==> config.mk <==
export PLATFORM = sky130hd
export DESIGN_NAME = dma_pack_nx_flat
export DESIGN_NICKNAME = d
export VERILOG_FILES = /design/src/rtl/dma_pack_nx_if.sv /design/src/rtl/dma_pack_nx.sv /design/src/flat_wrapper.sv
export SDC_FILE = /design/constraint.sdc
export NUM_CORES = 1
export LEC_CHECK = 0
export ABC_AREA = 1
export ABC_CLOCK_PERIOD_IN_PS = 1650
export CORE_ASPECT_RATIO = 1.5
export CORE_MARGIN = 5
export CORE_UTILIZATION = 45
export DETAILED_ROUTE_END_ITERATION = 10
export GPL_TIMING_DRIVEN = 0
export PLACE_DENSITY = 0.8
export SLEW_MARGIN = 10
export SYNTH_ARGS = -nofsm -noshare
export SYNTH_HDL_FRONTEND = slang
export SYNTH_SLANG_ARGS = --single-unit
==> constraint.sdc <==
create_clock -name sys_clk -period 1.65 [get_ports sys_clk]
set_input_delay 0.495 -clock sys_clk [delete_from_list [all_inputs] [get_ports sys_clk]]
set_output_delay 0.495 -clock sys_clk [all_outputs]
set_load 0.05 [all_outputs]
==> src/rtl/dma_pack_nx_if.sv <==
// Streaming bus between the video capture path and the DMA packer.
// The master drives pixel words and frame restart; the slave returns packed write words.
interface dma_pack_nx_if #(
    parameter int unsigned IN_W   = 16,
    parameter int unsigned RATIO  = 2,
    parameter int unsigned WCNT_W = 12
);
    localparam int unsigned OUT_W = IN_W * RATIO;

    logic              dma_rst_i;
    logic              dma_de_i;
    logic [IN_W-1:0]   dma_d_i;
    logic              dma_de_o;
    logic              dma_we_o;
    logic [OUT_W-1:0]  dma_d_o;
    logic [RATIO-1:0]  dma_lane_o;
    logic              dma_eol_o;
    logic [WCNT_W-1:0] dma_wcnt_o;

    modport master (
        output dma_rst_i, dma_de_i, dma_d_i,
        input  dma_de_o, dma_we_o, dma_d_o, dma_lane_o, dma_eol_o, dma_wcnt_o
    );

    modport slave (
        input  dma_rst_i, dma_de_i, dma_d_i,
        output dma_de_o, dma_we_o, dma_d_o, dma_lane_o, dma_eol_o, dma_wcnt_o
    );
endinterface

==> src/rtl/dma_pack_nx.sv <==
// Packs RATIO consecutive IN_W-bit video words into one write word, LSB lane first,
// flushing a lane-masked partial word at end of line and counting writes per line.
module dma_pack_nx #(
    parameter int unsigned IN_W     = 16,
    parameter int unsigned RATIO    = 2,
    parameter int unsigned FLUSH_EN = 1,
    parameter int unsigned WCNT_W   = 12
) (
    input  logic          sys_clk,
    input  logic          rst,
    dma_pack_nx_if.slave  bus
);
    localparam int unsigned OUT_W  = IN_W * RATIO;
    localparam int unsigned LANE_W = $clog2(RATIO);
    localparam int unsigned SHD_W  = (RATIO - 1) * IN_W;

    generate
        if (RATIO != 2 && RATIO != 4 && RATIO != 8) begin : g_bad_ratio
            $error("dma_pack_nx: RATIO must be 2, 4 or 8");
        end
    endgenerate

    logic              de_q;
    logic [LANE_W-1:0] lane_cnt;
    logic [SHD_W-1:0]  shadow;
    logic              we_q;
    logic [OUT_W-1:0]  d_q;
    logic [RATIO-1:0]  lane_q;
    logic              eol_q;
    logic [WCNT_W-1:0] wcnt_q;

    logic              rise_c;
    logic              fall_c;
    logic [LANE_W-1:0] eff_lane_c;
    logic              last_c;
    logic [WCNT_W-1:0] wcnt_inc_c;
    logic [OUT_W-1:0]  flush_mask_c;
    logic [RATIO-1:0]  lane_mask_c;

    // Edge detect and lane selection; a rising edge always realigns to lane 0.
    always_comb begin
        rise_c     = bus.dma_de_i && !de_q;
        fall_c     = !bus.dma_de_i && de_q;
        eff_lane_c = rise_c ? '0 : lane_cnt;
        last_c     = (eff_lane_c == LANE_W'(RATIO - 1));
        wcnt_inc_c = (wcnt_q == '1) ? wcnt_q : wcnt_q + WCNT_W'(1);
    end

    // Partial-word masks: only lanes captured so far in this word are valid.
    always_comb begin
        flush_mask_c = '0;
        lane_mask_c  = '0;
        for (int i = 0; i < int'(RATIO); i++) begin
            if (i < int'(lane_cnt)) begin
                flush_mask_c[i*IN_W +: IN_W] = '1;
                lane_mask_c[i]               = 1'b1;
            end
        end
    end

    always_ff @(posedge sys_clk) begin
        if (rst || bus.dma_rst_i) begin
            de_q     <= 1'b0;
            lane_cnt <= '0;
            shadow   <= '0;
            we_q     <= 1'b0;
            d_q      <= '0;
            lane_q   <= '0;
            eol_q    <= 1'b0;
            wcnt_q   <= '0;
        end else begin
            de_q   <= bus.dma_de_i;
            we_q   <= 1'b0;
            d_q    <= '0;
            lane_q <= '0;
            eol_q  <= 1'b0;
            if (bus.dma_de_i) begin
                if (rise_c) begin
                    wcnt_q <= '0;
                end
                if (last_c) begin
                    we_q     <= 1'b1;
                    d_q      <= {bus.dma_d_i, shadow};
                    lane_q   <= '1;
                    lane_cnt <= '0;
                    wcnt_q   <= wcnt_inc_c;
                end else begin
                    shadow[int'(eff_lane_c)*IN_W +: IN_W] <= bus.dma_d_i;
                    lane_cnt <= eff_lane_c + LANE_W'(1);
                end
            end else if (fall_c) begin
                eol_q    <= 1'b1;
                lane_cnt <= '0;
                if (FLUSH_EN != 0 && lane_cnt != '0) begin
                    we_q   <= 1'b1;
                    d_q    <= {IN_W'(0), shadow} & flush_mask_c;
                    lane_q <= lane_mask_c;
                    wcnt_q <= wcnt_inc_c;
                end
            end
        end
    end

    assign bus.dma_de_o   = de_q;
    assign bus.dma_we_o   = we_q;
    assign bus.dma_d_o    = d_q;
    assign bus.dma_lane_o = lane_q;
    assign bus.dma_eol_o  = eol_q;
    assign bus.dma_wcnt_o = wcnt_q;
endmodule
==> src/flat_wrapper.sv <==
// flat-port wrapper written by rule: the top's interface ports become plain ports
module dma_pack_nx_flat 
#(
    parameter int unsigned IN_W     = 16,
    parameter int unsigned RATIO    = 2,
    parameter int unsigned FLUSH_EN = 1,
    parameter int unsigned WCNT_W   = 12
)
  (sys_clk, rst, bus_dma_rst_i, bus_dma_de_i, bus_dma_d_i, bus_dma_de_o, bus_dma_we_o, bus_dma_d_o, bus_dma_lane_o, bus_dma_eol_o, bus_dma_wcnt_o);
  dma_pack_nx_if #(.IN_W(IN_W), .RATIO(RATIO), .WCNT_W(WCNT_W)) bus_i ();
  input  logic sys_clk;
  input  logic rst;
  input wire logic [$bits(bus_i.dma_rst_i)-1:0] bus_dma_rst_i;
  input wire logic [$bits(bus_i.dma_de_i)-1:0] bus_dma_de_i;
  input wire logic [$bits(bus_i.dma_d_i)-1:0] bus_dma_d_i;
  output wire logic [$bits(bus_i.dma_de_o)-1:0] bus_dma_de_o;
  output wire logic [$bits(bus_i.dma_we_o)-1:0] bus_dma_we_o;
  output wire logic [$bits(bus_i.dma_d_o)-1:0] bus_dma_d_o;
  output wire logic [$bits(bus_i.dma_lane_o)-1:0] bus_dma_lane_o;
  output wire logic [$bits(bus_i.dma_eol_o)-1:0] bus_dma_eol_o;
  output wire logic [$bits(bus_i.dma_wcnt_o)-1:0] bus_dma_wcnt_o;
  assign bus_i.dma_rst_i = bus_dma_rst_i;
  assign bus_i.dma_de_i = bus_dma_de_i;
  assign bus_i.dma_d_i = bus_dma_d_i;
  assign bus_dma_de_o = bus_i.dma_de_o;
  assign bus_dma_we_o = bus_i.dma_we_o;
  assign bus_dma_d_o = bus_i.dma_d_o;
  assign bus_dma_lane_o = bus_i.dma_lane_o;
  assign bus_dma_eol_o = bus_i.dma_eol_o;
  assign bus_dma_wcnt_o = bus_i.dma_wcnt_o;
  dma_pack_nx #(.IN_W(IN_W), .RATIO(RATIO), .FLUSH_EN(FLUSH_EN), .WCNT_W(WCNT_W)) u_core (.sys_clk(sys_clk), .rst(rst), .bus(bus_i));
endmodule
## Yosys cells after proc, flatten, opt, wreduce, memory -nomap -nowiden

Index checks and enable logic that the tools add are counted.
W data, S select, Z words.

- Register bits after elaboration: 66
- Bits in latches: 0
- Bits in writable memories: 0
- ROM bits: 0
- Output and inout port bits: 49
- Memories kept: 0

- $add $sub $neg: 3
- $mul: 0
- Div/mod/pow operators: 0
- Order comparisons: 1
- Equal/unequal tests: 2
- Shift-type cells: 2
- Muxes and demuxes: 26
- Bitwise logic cells: 2
- Reductions and logical operators: 10

Operators with widths:

| kind | number |
|---|---|
| $mux W32 | 4 |
| $mux W12 | 6 |
| $neg A5 Y34 | 1 |
| $shift A16 B34 Y16 const A | 1 |
| $shiftx A16 B34 Y16 | 1 |
| $and A16 B16 Y16 | 1 |
| $bwmux W16 | 1 |
| $mux W16 | 1 |
| $add A12 B1 Y12 const B | 1 |
| $eq A12 B12 Y1 const B | 1 |
| $mux W1 | 11 |
| $mux W2 | 3 |
| $reduce_bool A2 Y1 | 2 |
| $ne A3 B1 Y1 const B | 1 |
| $reduce_and A3 Y1 | 1 |
| $logic_and A1 B1 Y1 | 2 |
| $logic_not A1 Y1 | 2 |
| $reduce_and A2 Y1 | 1 |
| $reduce_or A2 Y1 | 1 |
| $add A1 B1 Y1 const B | 1 |
| $logic_or A1 B1 Y1 | 1 |
| $lt A1 B1 Y1 const A | 1 |
| $not A1 Y1 | 1 |

## Logic depth before layout (Yosys ltp)

Gate-level depths: netlist (run 1).

- Word-level depth: 6
- Mapped depth: 9

## Worst setup path after synthesis (run 1)

OpenSTA, ideal clock, no wires.

- Path type: reg-to-reg
- Start: register u_core.wcnt_q[1], in the netlist u_core.bus.dma_wcnt_o[1]
- End: register u_core.wcnt_q[5], in the netlist u_core.bus.dma_wcnt_o[5]
- Setup time: 0.113 ns
- Data arrival time: 1.591 ns
- Required time: 1.537 ns
- Setup slack: -0.054 ns
- Stages on the path, launching flop included: 10
- Clock period less this slack: 1.704 ns
- Path through: dfxtp_1 > ha_1 > nand2_2 > nor2_4 > nand3_2 > buf_6 > nand3_1 > nand2_1 > nand2_1 > nor2_1

- Word-level cells in the longest chain between the ends: 5

Ends and longest elaborated chain:

| element | RTL line | RTL |
|---|---|---|
| start: declaration | dma_pack_nx.sv:30 | `logic [WCNT_W-1:0] wcnt_q;` |
| start signal: assignment | dma_pack_nx.sv:86 | `wcnt_q <= wcnt_inc_c;` |
| start signal: assignment | dma_pack_nx.sv:98 | `wcnt_q <= wcnt_inc_c;` |
| $add A12 B1 Y12 / $eq A12 B12 Y1 (equally long branches) | dma_pack_nx.sv:46 | `wcnt_inc_c = (wcnt_q == '1) ? wcnt_q : wcnt_q + WCNT_W'(1);` |
| $mux W12 * | dma_pack_nx.sv:46 |  |
| $mux W12 | dma_pack_nx.sv:94 | `if (FLUSH_EN != 0 && lane_cnt != '0) begin` |
| $mux W12 | dma_pack_nx.sv:91 | `end else if (fall_c) begin` |
| $mux W12 * | dma_pack_nx.sv:77 | `if (bus.dma_de_i) begin` |

Mark *: on every way between the ends. The rest lies on a longest branch, timed or not. The select of a mux whose other input is x is not followed.
A chain may end at the register's enable or synchronous reset.

## Worst setup path in the final report (run 1)

- Start: register u_core.de_q, in the netlist u_core.bus.dma_de_o
- End: output bus_dma_de_o

RTL lines:

| element | RTL line | RTL |
|---|---|---|
| start: declaration | dma_pack_nx.sv:23 | `logic de_q;` |
| start signal: assignment | dma_pack_nx.sv:72 | `de_q <= bus.dma_de_i;` |
| end: declaration | flat_wrapper.sv:16 | `output wire logic [$bits(bus_i.dma_de_o)-1:0] bus_dma_de_o;` |

No word-level cell between the ends.

==> results of run 1 <==
[synth_stat cells, types with 2 or more instances]
master,number
nor2_1,49
nand3_2,2
nand3_1,14
nand2_4,2
dfxtp_1,65
o21ai_0,18
inv_1,46
inv_2,3
nand4_1,4
nor2_4,3
a21oi_1,20
o21ai_1,5
nand2_1,39
buf_4,2
buf_2,6
nand2_2,5
nor2_2,3
[metal layers]
metal	vias to the layer above	share of wire
met1	929	0.38
met5	-	0
met2	61	0.51
li1	1061	-
met3	6	0.085
met4	0	0.018
[flip-flops by register name, summed over array words and instances (netlist names)]
| register | count |
|---|---|
| u_core.lane_cnt | 1 |
| u_core.bus.dma_lane_o | 2 |
| u_core.bus.dma_eol_o | 1 |
| u_core.bus.dma_d_o | 32 |
| u_core.bus.dma_wcnt_o | 12 |
| u_core.bus.dma_de_o | 1 |
| u_core.shadow | 16 |
[per-stage QoR]
| step | total power [mW] | cell area [µm²] | std cells |
|---|---|---|---|
| global placement | 1.798 | 3127 | 429 |
| floorplan | 1.722 | 2361 | 293 |
| finish | 3.274 | 3344 | 445 |
| global route | 3.406 | 3344 | 445 |
| detailed placement | 1.801 | 3127 | 429 |
| CTS | 3.321 | 3348 | 445 |
[cell type report]
type                       count  area, µm²
sequential                    65       1304
clock inverter                 7      102.6
tap                           68      85.08
multi-input combinational    168      805.8
fill                         481       1780
buffer                         9      56.30
clock buffer                   9      123.9
inverter                      51      195.2
timing repair buffer          68      671.9
[worst max-delay path by stage]
| stage | from | end | slack (ps) | depth (start not counted) |
|---|---|---|---|---|
| 6_report | u_core.bus.dma_de_o | bus_dma_de_o | 40 | 1 |
| 5_1_grt | u_core.bus.dma_de_o | bus_dma_de_o | 1 | 1 |
| 4_1_cts | u_core.bus.dma_wcnt_o[5] | bus_dma_wcnt_o[5] | 20 | 1 |
| 3_5_place_dp | rst | u_core.bus.dma_wcnt_o[9] | -220 | 9 |
| 3_3_place_gp | rst | u_core.bus.dma_wcnt_o[9] | -220 | 9 |
| 2_1_floorplan | u_core.bus.dma_wcnt_o[6] | u_core.bus.dma_wcnt_o[5] | 120 | 8 |
[power by group]
part           switching [mW]  internal, mW
clock                   0.646         0.865
sequential            0.00897          1.59
combinational          0.0922        0.0723
total                   0.747          2.53
[logic make-up (layout without fill, tap and decap cells)]
logic type / count (synthesis) / after routing / synth area share
flops: 65 / 65 / 0.5517
fa+ha+maj: 1 / 1 / 0.005304
simple gates: 123 / 123 / 0.2414
buf+inv: 60 / 144 / 0.1066
compound gates: 44 / 44 / 0.09496
[repair_timing]
action / CTS / global route
endpoints found under the setup margin: 49 / 2
gates resized for setup: 169 / 3
gates cloned: 0 / 0
pin swaps: 0 / 0
==> impl_metrics.ini, run 1 <==
[status]
outcome = finished, final reports clean

[clocking]
tritoncts = built
cts_buffers = 9
insertion_delay_ps = 350
cts_num_sinks = 65
clkTransAtPathRegs_ps = 70
postCtsSetupBuffers = 0
cts-hold-fix-buffers = 0
cts_max_level = 3
clk_path_buf_depth = 2
root_buffer = clkbuf_8

[global_route]
antenna_found_initial = 0
grt_pass1_vias = 2027
grt_util_met3 = 0.07653
use_met2 = 0.2985
top_usage_layer = met2
gr-total-overflow = 0
grt_max_degree = 14
met1_usage = 0.1668
grt_pass1_wl_um = 9170
grt_usage = 0.1679

[logic_synthesis]
avgSynthCellArea_um2 = 8.050
synth_edf_count = 0
synth_flop_cell = dfxtp_1
ys_types = 24
syn_area_mm2 = 0.002359
synthTopCellsByArea = dfxtp_1 55%, nor2_1 7.8%, inv_1 7.3%, nand2_1 6.2%, a21oi_1 4.2%
ys.warnings.count = 0
yosysTopAreaCell = dfxtp_1
synth_async_sr_flop_share = 0
ys_ff_latch = 65
synth_nets = 314
synth-seq-area-share = 0.5517
synth_top_area_share = 0.5517
postSynthCellCount = 293

[placed_design]
place.gp.congestion = 0.7819
place_ws_ps = -221.7
numPortBuffers = 68
hpwl_um = 3953

[sta]
max_freq_mhz = 622.4
fin_setup_tns_ps = 0
hold_ws_ps = 432.7
max_slew_margin = 0.7520
slew_viol_final = 0
fin_skew_ps = 10.75
tightest_slew_ps = 369.9
finalSetupViolations = 0
hold_viol = 0
post-route-period-util = 0.9737
grt_setup_unrepaired = false
finalCriticalPeriod_ps = 1607
setup_slack_ps = 43.41

[flow_run]
maxCapViolCount = 0

[routing]
dr.pass1.iters = 4
vias = 2057
drt-total-wl_um = 5411
drt_iter0_drc = 182
ant_nets = 0
drc_errors = 0
vias_per_cell = 4.622
routedWlPerCell_um = 12.16

[setup_path]
slowest_stage = dfxtp_1
r2r_slack_ps = 280
worst-path-buf-inv = 1
crit_chain = buf_2
crit_family = flip-flops
cp_slowest_stage_delay_ps = 460
worstSetupEndpointType = output pin
crit_type = flip-flop to output pin
reg2reg_depth = 9
critPathMaxFanout = 4
r2r_start = u_core.bus.dma_wcnt_o[0]
start_kind = flip-flop
worstReg2RegEnd = u_core.bus.dma_wcnt_o[5]
worstPathArrival_ps = 1110
worstPathRequired_ps = 1150

[cells_and_area]
drive_gt1_frac = 0.2599
post-route-util = 0.6526
antenna_cells = 0
syn_to_final_growth_pct = 41.80
nNetsFinal = 393
final_cell_mix = 63 x dfxtp_1, 49 x nor2_1, 46 x inv_1
final_common_cell = dfxtp_1

[floorplanning]
io_pins = 69
fp.dieArea_mm2 = 0.006819
core_mm2 = 0.005125
row_count = 32
die_x_um = 69.11
die_h_um = 98.67
initial_core_util = 0.4602

[worst_hold_path]
hold_depth = 2
holdPathEnd = u_core.bus.dma_d_o[7]
min_path_type = flip-flop to flip-flop
worstHoldStart = u_core.shadow[7]

[power]
max-vdd-ir-drop_mv = 0.7775
p_leak_nw = 1.413
power-per-cell-area_mw_per_mm2 = 978.8
(Power assumes the default switching activity.)
==> inputs of run 2 (changes only) <==
CTS_BUF_LIST = sky130_fd_sc_hd__clkbuf_4   (was default)
==> run 2 against run 1 <==
Against the previous run:
- flip-flop and latch count stayed put
- sequential power about the same
- setup slack better by 18 ps
- critical path type unchanged
- largest cell class unchanged
==> impl_metrics.ini, run 2 (same netlist as run 1, synthesis figures left out) <==
[power]
max-vdd-ir-drop_mv = 0.8390
finalPower_mw = 3.009
p_leak_nw = 1.448
power-per-cell-area_mw_per_mm2 = 960.3

[floorplanning]
die_h_um = 98.67
die_x_um = 69.11
io_pins = 69
core_mm2 = 0.005125
initial_core_util = 0.4602
row_count = 32
fp.dieArea_mm2 = 0.006819

[worst_hold_path]
min_path_type = flip-flop to flip-flop

[clocking]
cts_max_level = 3
insertion_delay_ps = 410
cts_num_sinks = 65
cts_buffers = 9
cts_resized = 189
clkTransAtPathRegs_ps = 110
clk_path_buf_depth = 2
root_buffer = clkbuf_4
tritoncts = built
postCtsSetupBuffers = 0
cts-hold-fix-buffers = 0

[placed_design]
place.gp.congestion = 0.7819
numPortBuffers = 68
placed_area_mm2 = 0.003127
hpwl_um = 3953

[flow_run]
maxCapViolCount = 0

[setup_path]
worstReg2RegEnd = u_core.bus.dma_wcnt_o[5]
start_kind = flip-flop
crit_type = flip-flop to output pin
critPathMaxFanout = 1
r2r_slack_ps = 270
worstPathRequired_ps = 1150
cp_slowest_stage_delay_ps = 360
crit_family = buffers and inverters
crit_chain = clkdlybuf4s18_2
worstSetupEndpointType = output pin
crit_end = bus_dma_d_o[12]
slowest_stage = clkdlybuf4s18_2
worstPathArrival_ps = 1090
worst-path-buf-inv = 1
reg2reg_depth = 9
crit_start = u_core.bus.dma_d_o[12]
r2r_start = u_core.bus.dma_wcnt_o[0]
path_depth = 1

[sta]
fin_setup_tns_ps = 0
post-route-period-util = 0.9627
tightest_slew_ps = 377.7
max_freq_mhz = 629.5
slew_viol_final = 0
fin_skew_ps = 14.56
grt_setup_unrepaired = false
finalCriticalPeriod_ps = 1589
hold_viol = 0
finalSetupViolations = 0
max_slew_margin = 0.7468

[global_route]
grt_usage = 0.1676
antenna_found_initial = 0
gr-total-overflow = 0
grt_pass1_wl_um = 9156
grt_max_degree = 14
grt_pass1_vias = 2015

[routing]
vias_per_cell = 4.645
vias = 2067
ant_nets = 0
dr.pass1.iters = 4
drc_errors = 0
drt-total-wl_um = 5406
routedWlPerCell_um = 12.15
drt_iter0_drc = 110

[cells_and_area]
largest_register_ffs = 32
nNetsFinal = 393
multi_input_area_um2 = 805.8
drive_gt1_frac = 0.2785
final_cell_mix = 56 x dfxtp_1, 49 x nor2_1, 46 x inv_1
final_common_cell = dfxtp_1
syn_to_final_growth_pct = 32.84
antenna_cells = 0
fin_area_mm2 = 0.003133
fill_cells = 502
regArea_mm2 = 0.001313

[status]
outcome = finished, final reports clean
run 2: cell count changes in the layout (fill, tap and decap cells not counted):
cell	previous run	this run
buf_4	3	12
clkdlybuf4s18_2	0	4
dfxtp_1	63	56
clkdlybuf4s15_2	37	4
clkbuf_8	9	0
buf_2	16	36
dfxtp_2	2	9
clkbuf_4	1	10
run 2: worst register-to-register path: stages, from the launching register on:
cell	delay [ps]
dfxtp_2	380
ha_1	190
nand2_2	90
nor2_4	130
nand3_2	120
buf_6	160
nand3_1	70
nand2_1	50
nand2_1	60
nor2_1	40
run 2: worst min-delay path by stage:
stage,startpoint,end,slack [ps],cells past startpoint
2_1_floorplan,u_core.shadow[0],u_core.bus.dma_d_o[0],420,2
3_3_place_gp,u_core.shadow[8],u_core.bus.dma_d_o[8],420,2
3_5_place_dp,u_core.shadow[7],u_core.bus.dma_d_o[7],430,2
4_1_cts,u_core.shadow[7],u_core.bus.dma_d_o[7],440,2
5_1_grt,u_core.shadow[7],u_core.bus.dma_d_o[7],450,2
6_report,u_core.shadow[7],u_core.bus.dma_d_o[7],430,2
run 2: report_power, final:
group	switching, mW	internal [mW]
sequential	0.00895	1.59
clock	0.616	0.629
combinational	0.0925	0.0713
total	0.718	2.29
run 2: through the flow:
stage / setup slack (ps) / hold slack, ps / util / instances
after CTS: 0.3755 / 438.0 / 0.6389 / 445
after detailed placement: -221.7 / 427.2 / 0.6101 / 429
after floorplan: 117.7 / 416.0 / - / 293
after global routing: 6.413 / 451.2 / 0.6113 / 445
after global placement: -216.6 / 423.4 / 0.6101 / 429
final: 61.48 / 433.5 / 0.6113 / 445
run 2: area by class of cell:
| type | instances | area share |
|---|---|---|
| inverters | 51 | 0.06230 |
| flip-flops and latches | 65 | 0.4189 |
| multi-input cells | 168 | 0.2572 |
| plain buffers | 9 | 0.01797 |
| clock buffers | 9 | 0.02157 |
| well taps | 68 | 0.02716 |
| clock inverters | 7 | 0.03275 |
| repair buffers | 68 | 0.1621 |
run 2: metal layers:
layer / up-vias / wire length [µm] / track usage
li1: 1068 / - / -
met1: 931 / 2103 / 0.1676
met2: 63 / 2782 / 0.2956
met3: 5 / 467 / 0.08571
met4: 0 / 53 / 0.06015
met5: - / 0 / 0
